**src/rtl/amp_agc_ctrl_if.sv**
```systemverilog
// Signal bundle between the system/amplifier side and the AGC controller.
// The master drives control requests and comparator flags and observes status.
// The slave is the controller.
interface amp_agc_ctrl_if;
  logic       start;
  logic       stop;
  logic       vdd_ok;
  logic       out_high;
  logic       out_low;
  logic       en;
  logic [1:0] amp;
  logic       ready;
  logic       fault;
  logic [1:0] state;

  modport master (
    output start, stop, vdd_ok, out_high, out_low,
    input  en, amp, ready, fault, state
  );

  modport slave (
    input  start, stop, vdd_ok, out_high, out_low,
    output en, amp, ready, fault, state
  );
endinterface

```
**src/rtl/amp_agc_ctrl.sv**
```systemverilog
// Power-up sequencer and automatic gain controller for the RNM amplifier.
// The controller waits for a debounced supply-good flag, then enables the
// amplifier at the initial gain. It lets the output settle, and then watches
// the level comparators over fixed windows. After each window it steps the
// gain down on any overload, or up when the output was low for the whole
// window. One shared counter serves debounce, settle and window timing,
// because only one of those phases is ever active.
module amp_agc_ctrl #(
  parameter int unsigned VDD_DEB    = 4,
  parameter int unsigned SETTLE_CYC = 8,
  parameter int unsigned WIN        = 16,
  parameter logic [1:0]  INIT_AMP   = 2'b00
) (
  input  logic          clk,
  input  logic          rst,
  amp_agc_ctrl_if.slave agc_if
);

  localparam int unsigned MAX_AB = (VDD_DEB > SETTLE_CYC) ? VDD_DEB : SETTLE_CYC;
  localparam int unsigned MAX_N  = (MAX_AB > WIN) ? MAX_AB : WIN;
  localparam int unsigned CW     = $clog2(MAX_N + 1);

  localparam logic [CW-1:0] DEB_LAST = CW'(VDD_DEB - 1);
  localparam logic [CW-1:0] SET_LAST = CW'(SETTLE_CYC - 1);
  localparam logic [CW-1:0] WIN_LAST = CW'(WIN - 1);
  localparam logic [CW-1:0] CNT_MAX  = {CW{1'b1}};
  localparam logic [CW-1:0] CNT_ZERO = {CW{1'b0}};

  typedef enum logic [1:0] {
    ST_OFF      = 2'd0,
    ST_WAIT_VDD = 2'd1,
    ST_SETTLE   = 2'd2,
    ST_TRACK    = 2'd3
  } state_e;

  state_e        state_q, state_d;
  logic [1:0]    amp_q, amp_d;
  logic          fault_q, fault_d;
  logic          en_q, en_d;
  logic          ready_q, ready_d;
  logic [CW-1:0] cnt_q, cnt_d;
  logic          any_high_q, any_high_d;
  logic          all_low_q, all_low_d;
  logic          hi_s;
  logic          lo_s;
  logic          abort_s;

  // Saturating increment: counters hold at all-ones instead of wrapping.
  function automatic logic [CW-1:0] sat_inc(input logic [CW-1:0] v);
    if (v == CNT_MAX) begin
      return v;
    end else begin
      return v + CW'(1);
    end
  endfunction

  // Window flags including the current sample; a sample that is both high
  // and low counts as high only.
  always_comb begin
    hi_s    = any_high_q | agc_if.out_high;
    lo_s    = all_low_q & agc_if.out_low & ~agc_if.out_high;
    abort_s = agc_if.stop | ~agc_if.vdd_ok;
  end

  // Next-state, gain and fault decisions for every phase of the sequence.
  always_comb begin
    state_d    = state_q;
    amp_d      = amp_q;
    fault_d    = fault_q;
    cnt_d      = cnt_q;
    any_high_d = any_high_q;
    all_low_d  = all_low_q;
    case (state_q)
      ST_OFF: begin
        if (agc_if.start && !agc_if.stop) begin
          state_d = ST_WAIT_VDD;
          fault_d = 1'b0;
          cnt_d   = CNT_ZERO;
        end else begin
          state_d = ST_OFF;
        end
      end
      ST_WAIT_VDD: begin
        if (agc_if.stop) begin
          state_d = ST_OFF;
        end else if (agc_if.vdd_ok) begin
          if (cnt_q == DEB_LAST) begin
            state_d = ST_SETTLE;
            amp_d   = INIT_AMP;
            cnt_d   = CNT_ZERO;
          end else begin
            cnt_d = sat_inc(cnt_q);
          end
        end else begin
          cnt_d = CNT_ZERO;
        end
      end
      ST_SETTLE: begin
        if (abort_s) begin
          state_d = ST_OFF;
          fault_d = fault_q | ~agc_if.vdd_ok;
          cnt_d   = CNT_ZERO;
        end else if (cnt_q == SET_LAST) begin
          state_d    = ST_TRACK;
          cnt_d      = CNT_ZERO;
          any_high_d = 1'b0;
          all_low_d  = 1'b1;
        end else begin
          cnt_d = sat_inc(cnt_q);
        end
      end
      ST_TRACK: begin
        if (abort_s) begin
          state_d = ST_OFF;
          fault_d = fault_q | ~agc_if.vdd_ok;
          cnt_d   = CNT_ZERO;
        end else if (cnt_q == WIN_LAST) begin
          cnt_d      = CNT_ZERO;
          any_high_d = 1'b0;
          all_low_d  = 1'b1;
          if (hi_s && (amp_q != 2'd0)) begin
            amp_d   = amp_q - 2'd1;
            state_d = ST_SETTLE;
          end else if (lo_s && (amp_q != 2'd3)) begin
            amp_d   = amp_q + 2'd1;
            state_d = ST_SETTLE;
          end else begin
            state_d = ST_TRACK;
          end
        end else begin
          cnt_d      = sat_inc(cnt_q);
          any_high_d = hi_s;
          all_low_d  = lo_s;
        end
      end
      default: begin
        state_d = ST_OFF;
        cnt_d   = CNT_ZERO;
      end
    endcase
    en_d    = (state_d == ST_SETTLE) || (state_d == ST_TRACK);
    ready_d = (state_d == ST_TRACK);
  end

  // State, counters and registered outputs; synchronous reset wins over all.
  always_ff @(posedge clk) begin
    if (rst) begin
      state_q    <= ST_OFF;
      amp_q      <= INIT_AMP;
      fault_q    <= 1'b0;
      en_q       <= 1'b0;
      ready_q    <= 1'b0;
      cnt_q      <= CNT_ZERO;
      any_high_q <= 1'b0;
      all_low_q  <= 1'b0;
    end else begin
      state_q    <= state_d;
      amp_q      <= amp_d;
      fault_q    <= fault_d;
      en_q       <= en_d;
      ready_q    <= ready_d;
      cnt_q      <= cnt_d;
      any_high_q <= any_high_d;
      all_low_q  <= all_low_d;
    end
  end

  assign agc_if.en    = en_q;
  assign agc_if.amp   = amp_q;
  assign agc_if.ready = ready_q;
  assign agc_if.fault = fault_q;
  assign agc_if.state = state_q;

endmodule

```
**src/flat_wrapper.sv**
```systemverilog
// flat-port wrapper written by rule: the top's interface ports become plain ports
module amp_agc_ctrl_flat 
#(
  parameter int unsigned VDD_DEB    = 4,
  parameter int unsigned SETTLE_CYC = 8,
  parameter int unsigned WIN        = 16,
  parameter logic [1:0]  INIT_AMP   = 2'b00
)
  (clk, rst, agc_if_start, agc_if_stop, agc_if_vdd_ok, agc_if_out_high, agc_if_out_low, agc_if_en, agc_if_amp, agc_if_ready, agc_if_fault, agc_if_state);
  amp_agc_ctrl_if agc_if_i ();
  input  logic clk;
  input  logic rst;
  input wire logic [$bits(agc_if_i.start)-1:0] agc_if_start;
  input wire logic [$bits(agc_if_i.stop)-1:0] agc_if_stop;
  input wire logic [$bits(agc_if_i.vdd_ok)-1:0] agc_if_vdd_ok;
  input wire logic [$bits(agc_if_i.out_high)-1:0] agc_if_out_high;
  input wire logic [$bits(agc_if_i.out_low)-1:0] agc_if_out_low;
  output wire logic [$bits(agc_if_i.en)-1:0] agc_if_en;
  output wire logic [$bits(agc_if_i.amp)-1:0] agc_if_amp;
  output wire logic [$bits(agc_if_i.ready)-1:0] agc_if_ready;
  output wire logic [$bits(agc_if_i.fault)-1:0] agc_if_fault;
  output wire logic [$bits(agc_if_i.state)-1:0] agc_if_state;
  assign agc_if_i.start = agc_if_start;
  assign agc_if_i.stop = agc_if_stop;
  assign agc_if_i.vdd_ok = agc_if_vdd_ok;
  assign agc_if_i.out_high = agc_if_out_high;
  assign agc_if_i.out_low = agc_if_out_low;
  assign agc_if_en = agc_if_i.en;
  assign agc_if_amp = agc_if_i.amp;
  assign agc_if_ready = agc_if_i.ready;
  assign agc_if_fault = agc_if_i.fault;
  assign agc_if_state = agc_if_i.state;
  amp_agc_ctrl #(.VDD_DEB(VDD_DEB), .SETTLE_CYC(SETTLE_CYC), .WIN(WIN), .INIT_AMP(INIT_AMP)) u_core (.clk(clk), .rst(rst), .agc_if(agc_if_i));
endmodule
```
**config.mk**
```make
export PLATFORM = sky130hd
export DESIGN_NAME = amp_agc_ctrl_flat
export DESIGN_NICKNAME = d
export VERILOG_FILES = /design/src/rtl/amp_agc_ctrl_if.sv /design/src/rtl/amp_agc_ctrl.sv /design/src/flat_wrapper.sv
export SDC_FILE = /design/constraint.sdc
export NUM_CORES = 1
export LEC_CHECK = 0
export BUFFER_PORTS_ARGS = -buffer_cell sky130_fd_sc_hd__buf_4
export CORE_MARGIN = 2
export CORE_UTILIZATION = 40
export CTS_BUF_LIST = sky130_fd_sc_hd__clkbuf_4 sky130_fd_sc_hd__clkbuf_8
export DETAILED_ROUTE_END_ITERATION = 6
export PLACE_DENSITY = 0.6
export SYNTH_ARGS = -nofsm -noshare
export SYNTH_HDL_FRONTEND = slang
export SYNTH_SLANG_ARGS = --single-unit
```
**constraint.sdc**
```tcl
create_clock -name clk -period 3 [get_ports clk]
set_input_delay 0.3 -clock clk [delete_from_list [all_inputs] [get_ports clk]]
set_output_delay 0.3 -clock clk [all_outputs]
set_load 0.01 [all_outputs]
```
-- After elaboration in Yosys (flattened, before gate mapping)
Cells that the tools add are included.
- word-level logic and storage cells: 95
- bits in registers: 14
- bits of input ports: 7
- output and inout port bits: 7
- bitwise operators: 7
- reductions and logical operators: 15
- equality and inequality tests: 20
- add/sub/neg operators: 3
- multiplexer cells: 42
- operators with widths (cell ; count):
    5-bit 2-to-1 mux ; 9
    2-bit 2-to-1 mux ; 15
    5-bit case mux with 4 select lines ; 1
    1-bit 2-to-1 mux ; 12
    2-bit by 1-bit inequality test with 1-bit output (second input constant) ; 5
    2-bit inequality test (second input constant) ; 5
    2-bit == test (second input constant) ; 4
    2-bit case mux with 4 select lines ; 1
    2-bit nonzero test ; 4
    7-bit AND reduction ; 1
    1-bit case mux with 2 select lines ; 3
    5-bit by 1-bit adder with 5-bit output (second input constant) ; 1
    5-bit by 2-bit == test with 1-bit output (second input constant) ; 1
    5-bit by 3-bit == test with 1-bit output (second input constant) ; 1
    5-bit by 4-bit == test with 1-bit output (second input constant) ; 1
    5-bit == test (second input constant) ; 1
    2-bit case mux with 2 select lines ; 1
    4-bit AND reduction ; 1
    1-bit logical AND ; 3
    3-bit by 1-bit inequality test with 1-bit output (second input constant) ; 1
    1-bit bitwise OR ; 3
    3-bit AND reduction ; 1
    2-bit by 1-bit adder with 2-bit output (second input constant) ; 1
    1-bit AND ; 2
    other kinds (8) ; 9

-- Longest topological paths before layout
Gate-level depths: netlist of run 1.
- depth after elaboration: 10
- depth in mapped cells: 6

-- Least setup slack after synthesis of run 1
Ideal clock, no wire load.
- path kind: register to register
- start point: register u_core.cnt_q[0]
- end point: register u_core.cnt_q[0]
- path buffers: 0
- setup slack: 1.427 ns
- cell stages (with the launch flop): 7
- clock period less this slack: 1.573 ns
- data arrival time: 1.451 ns
- cells stage by stage: dfxtp_1 -> ha_1 -> nor4b_4 -> nor3_1 -> o21ai_2 -> o22ai_1 -> mux2_4
- longest elaborated chain between the ends: 6
- RTL lines (what ; RTL line ; text):
    from (decl) ; amp_agc_ctrl.sv:41 ; logic [CW-1:0] cnt_q, cnt_d;
    from (signal assigned) ; amp_agc_ctrl.sv:162 ; cnt_q <= cnt_d;
    5-bit by 1-bit adder with 5-bit output or 5-bit == test (tied branches) ; amp_agc_ctrl.sv:53, amp_agc_ctrl.sv:50 ;
    5-bit 2-to-1 mux ; amp_agc_ctrl.sv:50 ; if (v == CNT_MAX) begin
    5-bit 2-to-1 mux ; amp_agc_ctrl.sv:87 ; if (cnt_q == DEB_LAST) begin
    5-bit 2-to-1 mux ; amp_agc_ctrl.sv:86 ; end else if (agc_if.vdd_ok) begin
    5-bit 2-to-1 mux ; amp_agc_ctrl.sv:84 ; if (agc_if.stop) begin
    5-bit case mux with 4 select lines (*) ; amp_agc_ctrl.sv:73 ; case (state_q)
Every way passes the cells marked *; elsewhere a longest branch is shown, timed or not. The select of a mux whose other input is x is not followed.
A chain may end at the register's enable or synchronous reset.

-- Worst setup path after layout of run 1
Ends and elaborated chain as after synthesis.

==> impl_metrics.csv, run 1 <==
group,metric,value,unit
worst_setup_path,critPathKind,"reg -> reg",
logic_synthesis,yosys_warnings,0,
logic_synthesis,synth_edf_count,0,
drt,drc_errors,0,
clocking,clk_path_buf_depth,2,
worst_setup_path,r2r_start,"u_core.cnt_q[0]",
logic_synthesis,yosys-top-cells-count,"dfxtp_1 (14), a21oi_1 (9), nor2_1 (9)",
floorplan,rows,16,
clocking,cts_inserted_buffers,3,
logic_synthesis,avgSynthCellArea,8.12,µm²
logic_synthesis,synth_fp_nets,112,
layout,final-instance-count-excl-fill,143,
worst_setup_path,required,3.17,ns
logic_synthesis,syn_inst,104,
timing,max_freq,568,MHz
clocking,htreeDepth,1,
logic_synthesis,yosysTopAreaCellShare,33.2,%
clocking,cts-root-buf,"clkbuf_4",
drt,firstDrtPassIters,4,
placed_design,dp.cells,140,
worst_hold_path,min_from,"rst",
logic_synthesis,synth.yosys.seq_area_share,33.2,%
drt,wl,1820,µm
clocking,clock_latency,0.27,ns
pwr,leakagePower,0.364,nW
timing,clock_skew,0.00366,ns
placed_design,portBuffers,13,
logic_synthesis,synth_flop_cell,"dfxtp_1",
worst_hold_path,holdPathStages,2,
worst_setup_path,critPathMaxFanout,6,
worst_setup_path,end_kind,"flop",
clocking,cts_resized,0,
floorplan,boundaryPins,14,
grt,grt_pass1_vias,706,
drt,wl_per_cell,12.7,µm
drt,avgViaCountPerCell,5.53,
clocking,ctsHoldBuffers,0,
worst_hold_path,min_to,"u_core.agc_if.fault",
clocking,cts_sinks,14,
clocking,cts_tree,"built",
logic_synthesis,synth.top_cells.by_area,"dfxtp_1 (33%), a21oi_1 (5.3%), nand3_1 (4.1%)",
logic_synthesis,async_flop_share,0,%
pwr,sw_frac_of_total,24.1,%
worst_setup_path,r2r_cells,6,
timing,setup_violations,0,
timing,fin_tns_setup,0,ns
logic_synthesis,ys_ff_latch,14,
grt,grt_pass1_wl,3110,µm
worst_setup_path,cp.arrival,1.93,ns
status,outcome,"complete, no violations",
drt,first_iter_violations,24,
timing,slew_violations,0,
pwr,p_switching,0.0000791,W
logic_synthesis,synth_top_area_cell,"dfxtp_1",
layout,nFillCells,207,
placed_design,dp_hpwl,1310,µm
layout,syn_to_final_growth,16.6,%
logic_synthesis,synth.most_common_cell,"dfxtp_1",
pwr,power_frac_clock,31.3,%
drt,ant_nets,0,
floorplan,core,0.00198,mm²
clocking,cts_setup_buffers,0,
grt,grt_max_degree,18,
worst_setup_path,r2r_setup_slack,1.24,ns
floorplan,dieWidth,50.0,µm
clocking,clk_pin_slew,0.08,ns
pwr,combPwrFrac,10.3,%
pwr,p_seq_share,58.4,%
worst_setup_path,startpoint_type,"flop",
floorplan,start_util,42.6,%
pwr,ir_drop,0.000198,V
timing,rsz0062_at_grt,"no",
layout,n_antenna_cell,0,
grt,overflow,0,
timing,min_period_over_period,58.7,%
floorplan,die_y,50.0,µm
layout,nNetsFinal,126,
drt,vias,791,
timing,slew_headroom,64.4,%
timing,tightest_slew,0.533,ns
worst_hold_path,hold_path_class,"in -> reg",
worst_setup_path,r2r_end,"u_core.cnt_q[0]",
layout,drive_gt1_share,19.0,%
logic_synthesis,syn_area,845,µm²
grt,grtUsageTotal,15.9,%
floorplan,die-area,0.00250,mm²
grt,grt_antenna_before_repair,0,
pwr,power_density,333,mW/mm²
pwr,p_int,0.000249,W
run,drv.max_cap_violation_count,0,
logic_synthesis,synth_cell_type_count,39,
timing,min_period,1.76,ns
timing,hold_viol,0,
placed_design,dp_slack,1.28,ns
placed_design,gp_congestion,0.817,
timing,setup_ws,1.24,ns
## state kept, by name, summed over array words and instances (netlist names)
name                 cells
u_core.agc_if.amp        2
u_core.agc_if.en         1
u_core.cnt_q             5
u_core.agc_if.fault      1
u_core.all_low_q         1
u_core.agc_if.ready      1
u_core.any_high_q        1
u_core.agc_if.state      2
## cells in the final DEF, fill, tap and decap left out, drive strengths merged, types with 4 or more instances in the layout
cell type and instances:
a21oi 9, buf 14, dfxtp 14, nand2 6, nand3 7, nor2 9
nor2b 4, nor3 4, o21ai 5
## cells by family after synthesis
kind of cell | synth area share (%)
AO/OA/AOI/OAI | 24.1
XOR/XNOR | 3.11
AND/OR/NAND/NOR | 32.4
flip-flops | 33.2
multiplexers | 1.78
adder cells (fa/ha/maj) | 1.48
buffers and inverters | 3.85
## layer usage
metal | vias to the layer above | track usage (%) | wire length [µm]
li1 | 412 | - | -
met1 | 358 | 21.3 | 939
met2 | 19 | 24.9 | 780
met3 | 2 | 3.94 | 85
met4 | 0 | 5.56 | 10
met5 | - | 0 | 0
## power groups by stage
stage	combinational (W)	sequential (W)	clock [W]
2_1_floorplan	0.0000217	0.000193	0
3_3_place_gp	0.0000334	0.000196	0
3_5_place_dp	0.0000335	0.000196	0
4_1_cts	0.0000337	0.000191	0.000109
5_1_grt	0.0000372	0.000192	0.000118
6_report	0.0000337	0.000191	0.000103
## worst max-delay path by stage
stage | from | endpoint | slack [ns] | cells past startpoint
final | u_core.cnt_q[0] | u_core.cnt_q[0] | 1.24 | 6
after global routing | u_core.cnt_q[0] | u_core.agc_if.ready | 1.12 | 5
after CTS | u_core.cnt_q[0] | u_core.cnt_q[0] | 1.25 | 6
after detailed placement | u_core.cnt_q[0] | u_core.cnt_q[0] | 1.28 | 6
after global placement | u_core.cnt_q[0] | u_core.cnt_q[0] | 1.34 | 6
after floorplan | u_core.cnt_q[0] | u_core.cnt_q[0] | 1.43 | 6
## worst max-delay path, cell delays in order, from the launching register on
cell and delay (ns):
dfxtp_1 0.38, ha_1 0.27, nor4b_4 0.34, nor3_1 0.10
o21ai_2 0.19, o22ai_1 0.11, mux2_4 0.26
## area by class of cell
class / count / area (µm²) / area share, %
clock buffers: 3 / 22.5 / 2.29
inverters: 3 / 11.3 / 1.14
multi-input cells: 82 / 532 / 54.0
flip-flops and latches: 14 / 280 / 28.5
well taps: 27 / 33.8 / 3.43
repair buffers: 14 / 105 / 10.7
## per-stage QoR
stage          utilization [%]  total power [W]  instance area, µm²  hold WS (ns)
4_1_cts                   49.7         0.000334                 985         0.299
3_5_place_dp              48.5         0.000229                 962         0.468
5_1_grt                   49.7         0.000347                 985         0.302
2_1_floorplan                -         0.000215                 845         0.388
3_3_place_gp              48.5         0.000229                 962         0.458
6_report                  49.7         0.000328                 985         0.305
(Power assumes the default switching activity.)
==> inputs of run 2 (changes only) <==
==> constraint.sdc (replaced) <==
create_clock -name clk -period 1.7 [get_ports clk]
set_input_delay 0.17 -clock clk [delete_from_list [all_inputs] [get_ports clk]]
set_output_delay 0.17 -clock clk [all_outputs]
set_load 0.01 [all_outputs]
==> impl_metrics.csv, run 2 (same netlist as run 1, synthesis figures left out) <==
group,metric,value,unit
status,outcome,"complete, no violations",
worst_setup_path,critPathSlowestCell,"dfxtp_2",
layout,n_antenna_cell,0,
grt,use_met2,24.4,%
timing,hold_viol,0,
worst_hold_path,holdPathStages,2,
worst_setup_path,startpoint,"u_core.cnt_q[0]",
placed_design,portBuffers,13,
timing,clock_skew,0.00122,ns
worst_setup_path,required,1.87,ns
grt,grt_antenna_before_repair,0,
grt,grt_use_met3,4.55,%
layout,nNetsFinal,133,
pwr,power_density,567,mW/mm²
layout,final_cell_mix,"buf_4 (21), dfxtp_1 (12), a21oi_1 (9), nor2_1 (9), nand3_1 (7)",
run,drv.max_cap_violation_count,0,
pwr,ir_drop,0.000466,V
worst_setup_path,startpoint_type,"flop",
clocking,cts_tree,"built",
placed_design,dp_slack,0.0723,ns
clocking,ctsHoldBuffers,0,
worst_setup_path,r2r_start,"u_core.cnt_q[0]",
grt,use_met1,23.3,%
floorplan,die-area,0.00250,mm²
floorplan,boundaryPins,14,
pwr,power.total,0.000591,W
layout,final_area,0.00104,mm²
layout,largest_reg_flops,5,
timing,slew_headroom,77.2,%
timing,fin_tns_setup,0,ns
placed_design,gp_congestion,0.825,
layout,drive_gt1_share,26.0,%
pwr,leakagePower,0.398,nW
placed_design,place_area,0.00101,mm²
clocking,cts_sinks,14,
clocking,cts-root-buf,"clkbuf_4",
drt,firstDrtPassIters,4,
clocking,cts_inserted_buffers,3,
worst_setup_path,cp_cell_sequence,"ha_2 > nor4b_4 > nor3_1 > o21ai_2 > o22ai_1 > mux2_4",
grt,grtUsageTotal,17.0,%
worst_hold_path,min_to,"u_core.agc_if.state[0]",
worst_setup_path,critPathMaxFanout,4,
clocking,clk_path_buf_depth,2,
grt,grt_max_degree,18,
grt,grt_pass1_vias,727,
worst_setup_path,r2r_end,"u_core.cnt_q[0]",
drt,first_iter_violations,17,
grt,grt_pass1_wl,3240,µm
worst_setup_path,crit_cells,6,
clocking,clock_latency,0.27,ns
worst_setup_path,r2r_cells,6,
drt,ant_nets,0,
worst_setup_path,r2r_setup_slack,0.15,ns
placed_design,dp_hpwl,1470,µm
clocking,htreeDepth,1,
worst_setup_path,crit_buf_inv,0,
worst_hold_path,min_from,"rst",
layout,syn_to_final_growth,23.4,%
drt,avgViaCountPerCell,5.56,
layout,finish.utilization,52.6,%
layout,largest-register,"u_core.cnt_q",
layout,final_common_cell,"buf_4",
drt,vias,834,
floorplan,core,0.00198,mm²
drt,drc_errors,0,
drt,wl_per_cell,13.0,µm
timing,setup_violations,0,
timing,min_period_over_period,91.3,%
drt,wl,1950,µm
timing,max_freq,644,MHz
worst_setup_path,end_kind,"flop",
worst_setup_path,critPathKind,"reg -> reg",
floorplan,start_util,42.6,%
grt,top_usage_layer,"met2",
grt,overflow,0,
floorplan,rows,16,
clocking,clk_pin_slew,0.08,ns
timing,setup_ws,0.147,ns
floorplan,die_y,50.0,µm
worst_setup_path,cp_top_family,"flip-flops",
worst_setup_path,cp.arrival,1.72,ns
timing,tightest_slew,0.341,ns
worst_hold_path,hold_path_class,"in -> reg",
worst_setup_path,max_stage_delay,0.36,ns
timing,slew_violations,0,
timing,rsz0062_at_grt,"no",
timing,min_period,1.55,ns
floorplan,dieWidth,50.0,µm
==> run 2: cell count changes in the layout (fill, tap and decap cells not counted), sizes merged <==
cell / before / now
buf: 14 / 21
==> run 2: through the flow <==
stage	hold WS (ns)	std cells
2_1_floorplan	0.258	104
3_3_place_gp	0.459	146
3_5_place_dp	0.460	146
4_1_cts	0.156	149
5_1_grt	0.158	150
6_report	0.166	150
==> run 2: what timing repair did <==
item | CTS | global route
endpoints found under the hold margin | 0 | 0
endpoints found under the setup margin | 0 | 3
setup buffers | 0 | 1
resized for setup | 0 | 3
==> run 2: layout make-up <==
class / instances / area (µm²)
fill: 175 / 940
sequential: 14 / 283
clock buffer: 3 / 22.5
tap: 27 / 33.8
multi-input combinational: 82 / 534
timing repair buffer: 21 / 158
inverter: 3 / 11.3
==> run 2: power by group <==
group / switching, W / total, W / internal [W]
combinational: 0.0000361 / 0.0000688 / 0.0000326
sequential: 0.00000475 / 0.000335 / 0.000330
clock: 0.000105 / 0.000187 / 0.0000820
==> run 2: worst max-delay path by stage <==
stage / to / slack (ns)
after floorplan: u_core.cnt_q[0] / 0.13
after detailed placement: u_core.cnt_q[0] / 0.07
after global routing: u_core.cnt_q[0] / 0.005
final: u_core.cnt_q[0] / 0.15
after global placement: u_core.cnt_q[0] / 0.14
after CTS: u_core.cnt_q[0] / 0.06
==> run 2: layer usage <==
| layer | part of all wire (%) | vias to the layer above |
|---|---|---|
| li1 | - | 428 |
| met4 | 0.51 | 0 |
| met2 | 45 | 26 |
| met1 | 48 | 378 |
| met5 | 0 | - |
| met3 | 6.2 | 2 |
==> inputs of run 3 (changes only) <==
--- a/config.mk
+++ b/config.mk
@@ -10,7 +10,7 @@
 export CORE_UTILIZATION = 40
 export CTS_BUF_LIST = sky130_fd_sc_hd__clkbuf_4 sky130_fd_sc_hd__clkbuf_8
 export DETAILED_ROUTE_END_ITERATION = 6
-export PLACE_DENSITY = 0.6
+export PLACE_DENSITY = 0.71
 export SYNTH_ARGS = -nofsm -noshare
 export SYNTH_HDL_FRONTEND = slang
 export SYNTH_SLANG_ARGS = --single-unit
==> constraint.sdc (replaced) <==
create_clock -name clk -period 1.55 [get_ports clk]
set_input_delay 0.155 -clock clk [delete_from_list [all_inputs] [get_ports clk]]
set_output_delay 0.155 -clock clk [all_outputs]
set_load 0.01 [all_outputs]
==> impl_metrics.csv, run 3 (same netlist as run 1, synthesis figures left out) <==
group,metric,value,unit
clocking,cts_sinks,14,
clocking,ctsHoldBuffers,0,
clocking,clock_latency,0.29,ns
layout,final_cell_mix,"buf_4 (27), a21oi_1 (9), nor2_1 (9), dfxtp_1 (9), nand3_1 (7)",
worst_setup_path,r2r_cells,6,
timing,clock_skew,0.00422,ns
placed_design,portBuffers,13,
pwr,sw_frac_of_total,24.6,%
pwr,combPwrFrac,11.7,%
layout,largest-register,"u_core.cnt_q",
drt,avgViaCountPerCell,5.79,
floorplan,rows,16,
timing,slew_violations,0,
layout,largest_reg_flops,5,
drt,wl,2190,µm
timing,tightest_slew,0.330,ns
placed_design,dp.cells,152,
clocking,cts-root-buf,"clkbuf_4",
pwr,power_density,634,mW/mm²
worst_setup_path,max_stage_delay,0.35,ns
layout,final_common_cell,"buf_4",
clocking,cts_tree,"built",
layout,final-instance-count-excl-fill,157,
worst_setup_path,r2r_end,"u_core.cnt_q[3]",
run,drv.max_cap_violation_count,0,
grt,grt_antenna_before_repair,0,
pwr,p_seq_share,50.8,%
grt,overflow,0,
pwr,ir_drop,0.000423,V
clocking,cts_inserted_buffers,3,
timing,max_freq,655,MHz
floorplan,core,0.00198,mm²
worst_setup_path,startpoint_type,"flop",
worst_setup_path,critPathMaxFanout,4,
grt,grt_pass1_wl,3480,µm
pwr,leakagePower,0.439,nW
placed_design,gp_congestion,0.869,
worst_setup_path,end_kind,"flop",
worst_setup_path,required,1.74,ns
grt,grtUsageTotal,18.1,%
clocking,clk_pin_slew,0.09,ns
floorplan,start_util,42.6,%
layout,nNetsFinal,139,
layout,drive_gt1_share,35.4,%
layout,n_antenna_cell,0,
worst_hold_path,holdPathStages,2,
worst_setup_path,cp.arrival,1.71,ns
drt,first_iter_violations,24,
timing,min_period,1.53,ns
clocking,htreeDepth,1,
timing,rsz0062_at_grt,"yes",
grt,grt_pass1_vias,781,
status,outcome,"complete, no violations",
drt,drc_errors,0,
timing,hold_viol,0,
placed_design,dp_hpwl,1570,µm
floorplan,die_y,50.0,µm
worst_setup_path,cp_cell_sequence,"ha_4 > and3b_2 > a21oi_1 > o21ai_2 > buf_4 > o31ai_1",
drt,ant_nets,0,
worst_hold_path,min_to,"u_core.cnt_q[4]",
timing,min_period_over_period,98.6,%
worst_hold_path,min_from,"rst",
worst_setup_path,r2r_setup_slack,0.02,ns
drt,firstDrtPassIters,4,
pwr,power_frac_clock,37.5,%
worst_setup_path,critPathKind,"reg -> reg",
worst_hold_path,hold_path_class,"in -> reg",
layout,finish.utilization,57.3,%
worst_setup_path,r2r_start,"u_core.cnt_q[0]",
floorplan,die-area,0.00250,mm²
timing,setup_violations,0,
floorplan,boundaryPins,14,
drt,wl_per_cell,14.0,µm
layout,syn_to_final_growth,34.5,%
worst_setup_path,critPathSlowestCell,"dfxtp_2",
clocking,clk_path_buf_depth,2,
timing,slew_headroom,78.0,%
drt,vias,909,
pwr,p_switching,0.000177,W
grt,grt_max_degree,18,
floorplan,dieWidth,50.0,µm
pwr,p_int,0.000544,W
==> run 3: cell types whose count changed in the layout (fill, tap and decap cells not counted), moves of 2 or more <==
cell / before / now
buf_4: 21 / 27
dfxtp_1: 12 / 9
dfxtp_2: 2 / 5
nor3_1: 4 / 2
nor3_2: 0 / 2
==> run 3: worst max-delay path by stage <==
stage | startpoint | to | slack, ns | depth (start not counted)
2_1_floorplan | u_core.cnt_q[0] | u_core.cnt_q[0] | 0.00003 | 6
3_3_place_gp | u_core.cnt_q[1] | u_core.agc_if.state[0] | 0.03 | 6
3_5_place_dp | u_core.cnt_q[0] | u_core.cnt_q[0] | 0.008 | 6
4_1_cts | u_core.cnt_q[0] | u_core.agc_if.state[0] | 0.007 | 7
5_1_grt | u_core.cnt_q[0] | u_core.cnt_q[0] | -0.06 | 6
6_report | u_core.cnt_q[0] | u_core.cnt_q[3] | 0.02 | 6
==> run 3: cell type report <==
cell class              instances  area, µm²
flip-flops and latches         14        287
clock buffers                   4       36.3
inverters                       3       11.3
repair buffers                 27        203
fillers                       189        846
multi-input cells              82        566
well taps                      27       33.8
==> run 3: what timing repair did <==
item | in CTS | in global routing
buffers inserted | 1 | 1
resized for setup | 0 | 10
endpoints found under the hold margin | 0 | 0
pin swaps | 1 | 5
setup endpoints to repair | 1 | 7
==> run 3: power groups by stage <==
stage                logic, W  registers (W)  clock network, W
floorplan           0.0000420       0.000374                 0
global placement    0.0000781       0.000374                 0
detailed placement  0.0000805       0.000374                 0
CTS                 0.0000806       0.000366          0.000277
global route        0.0000911       0.000366          0.000293
finish              0.0000842       0.000366          0.000270
==> run 3: worst max-delay path: cells and delay by family (launching register included) <==
| kind | cells | cell delay (ns) |
|---|---|---|
| AO/OA/AOI/OAI | 3 | 0.54 |
| adder cells (fa/ha/maj) | 1 | 0.16 |
| buffers and inverters | 1 | 0.13 |
| flip-flops | 1 | 0.35 |
| AND/OR/NAND/NOR | 1 | 0.24 |
==> run 3: metrics by stage <==
step / setup WS, ns / TNS (ns) / total power [W] / hold WS (ns) / instance area (µm²)
final: 0.0223 / 0 / 0.000721 / 0.144 / 1140
after floorplan: 0.0000271 / 0 / 0.000416 / 0.243 / 847
after global routing: -0.0551 / -0.0848 / 0.000750 / 0.144 / 1140
after global placement: 0.0271 / 0 / 0.000452 / 0.439 / 1050
after detailed placement: 0.00844 / 0 / 0.000455 / 0.444 / 1050
after CTS: 0.00678 / 0 / 0.000723 / 0.131 / 1100
==> run 3: layer usage <==
layer	global-route usage (%)	share of wire (%)
met5	0	0
met4	4.17	1.2
met3	4.55	4.6
met2	30.2	50
met1	23.4	44
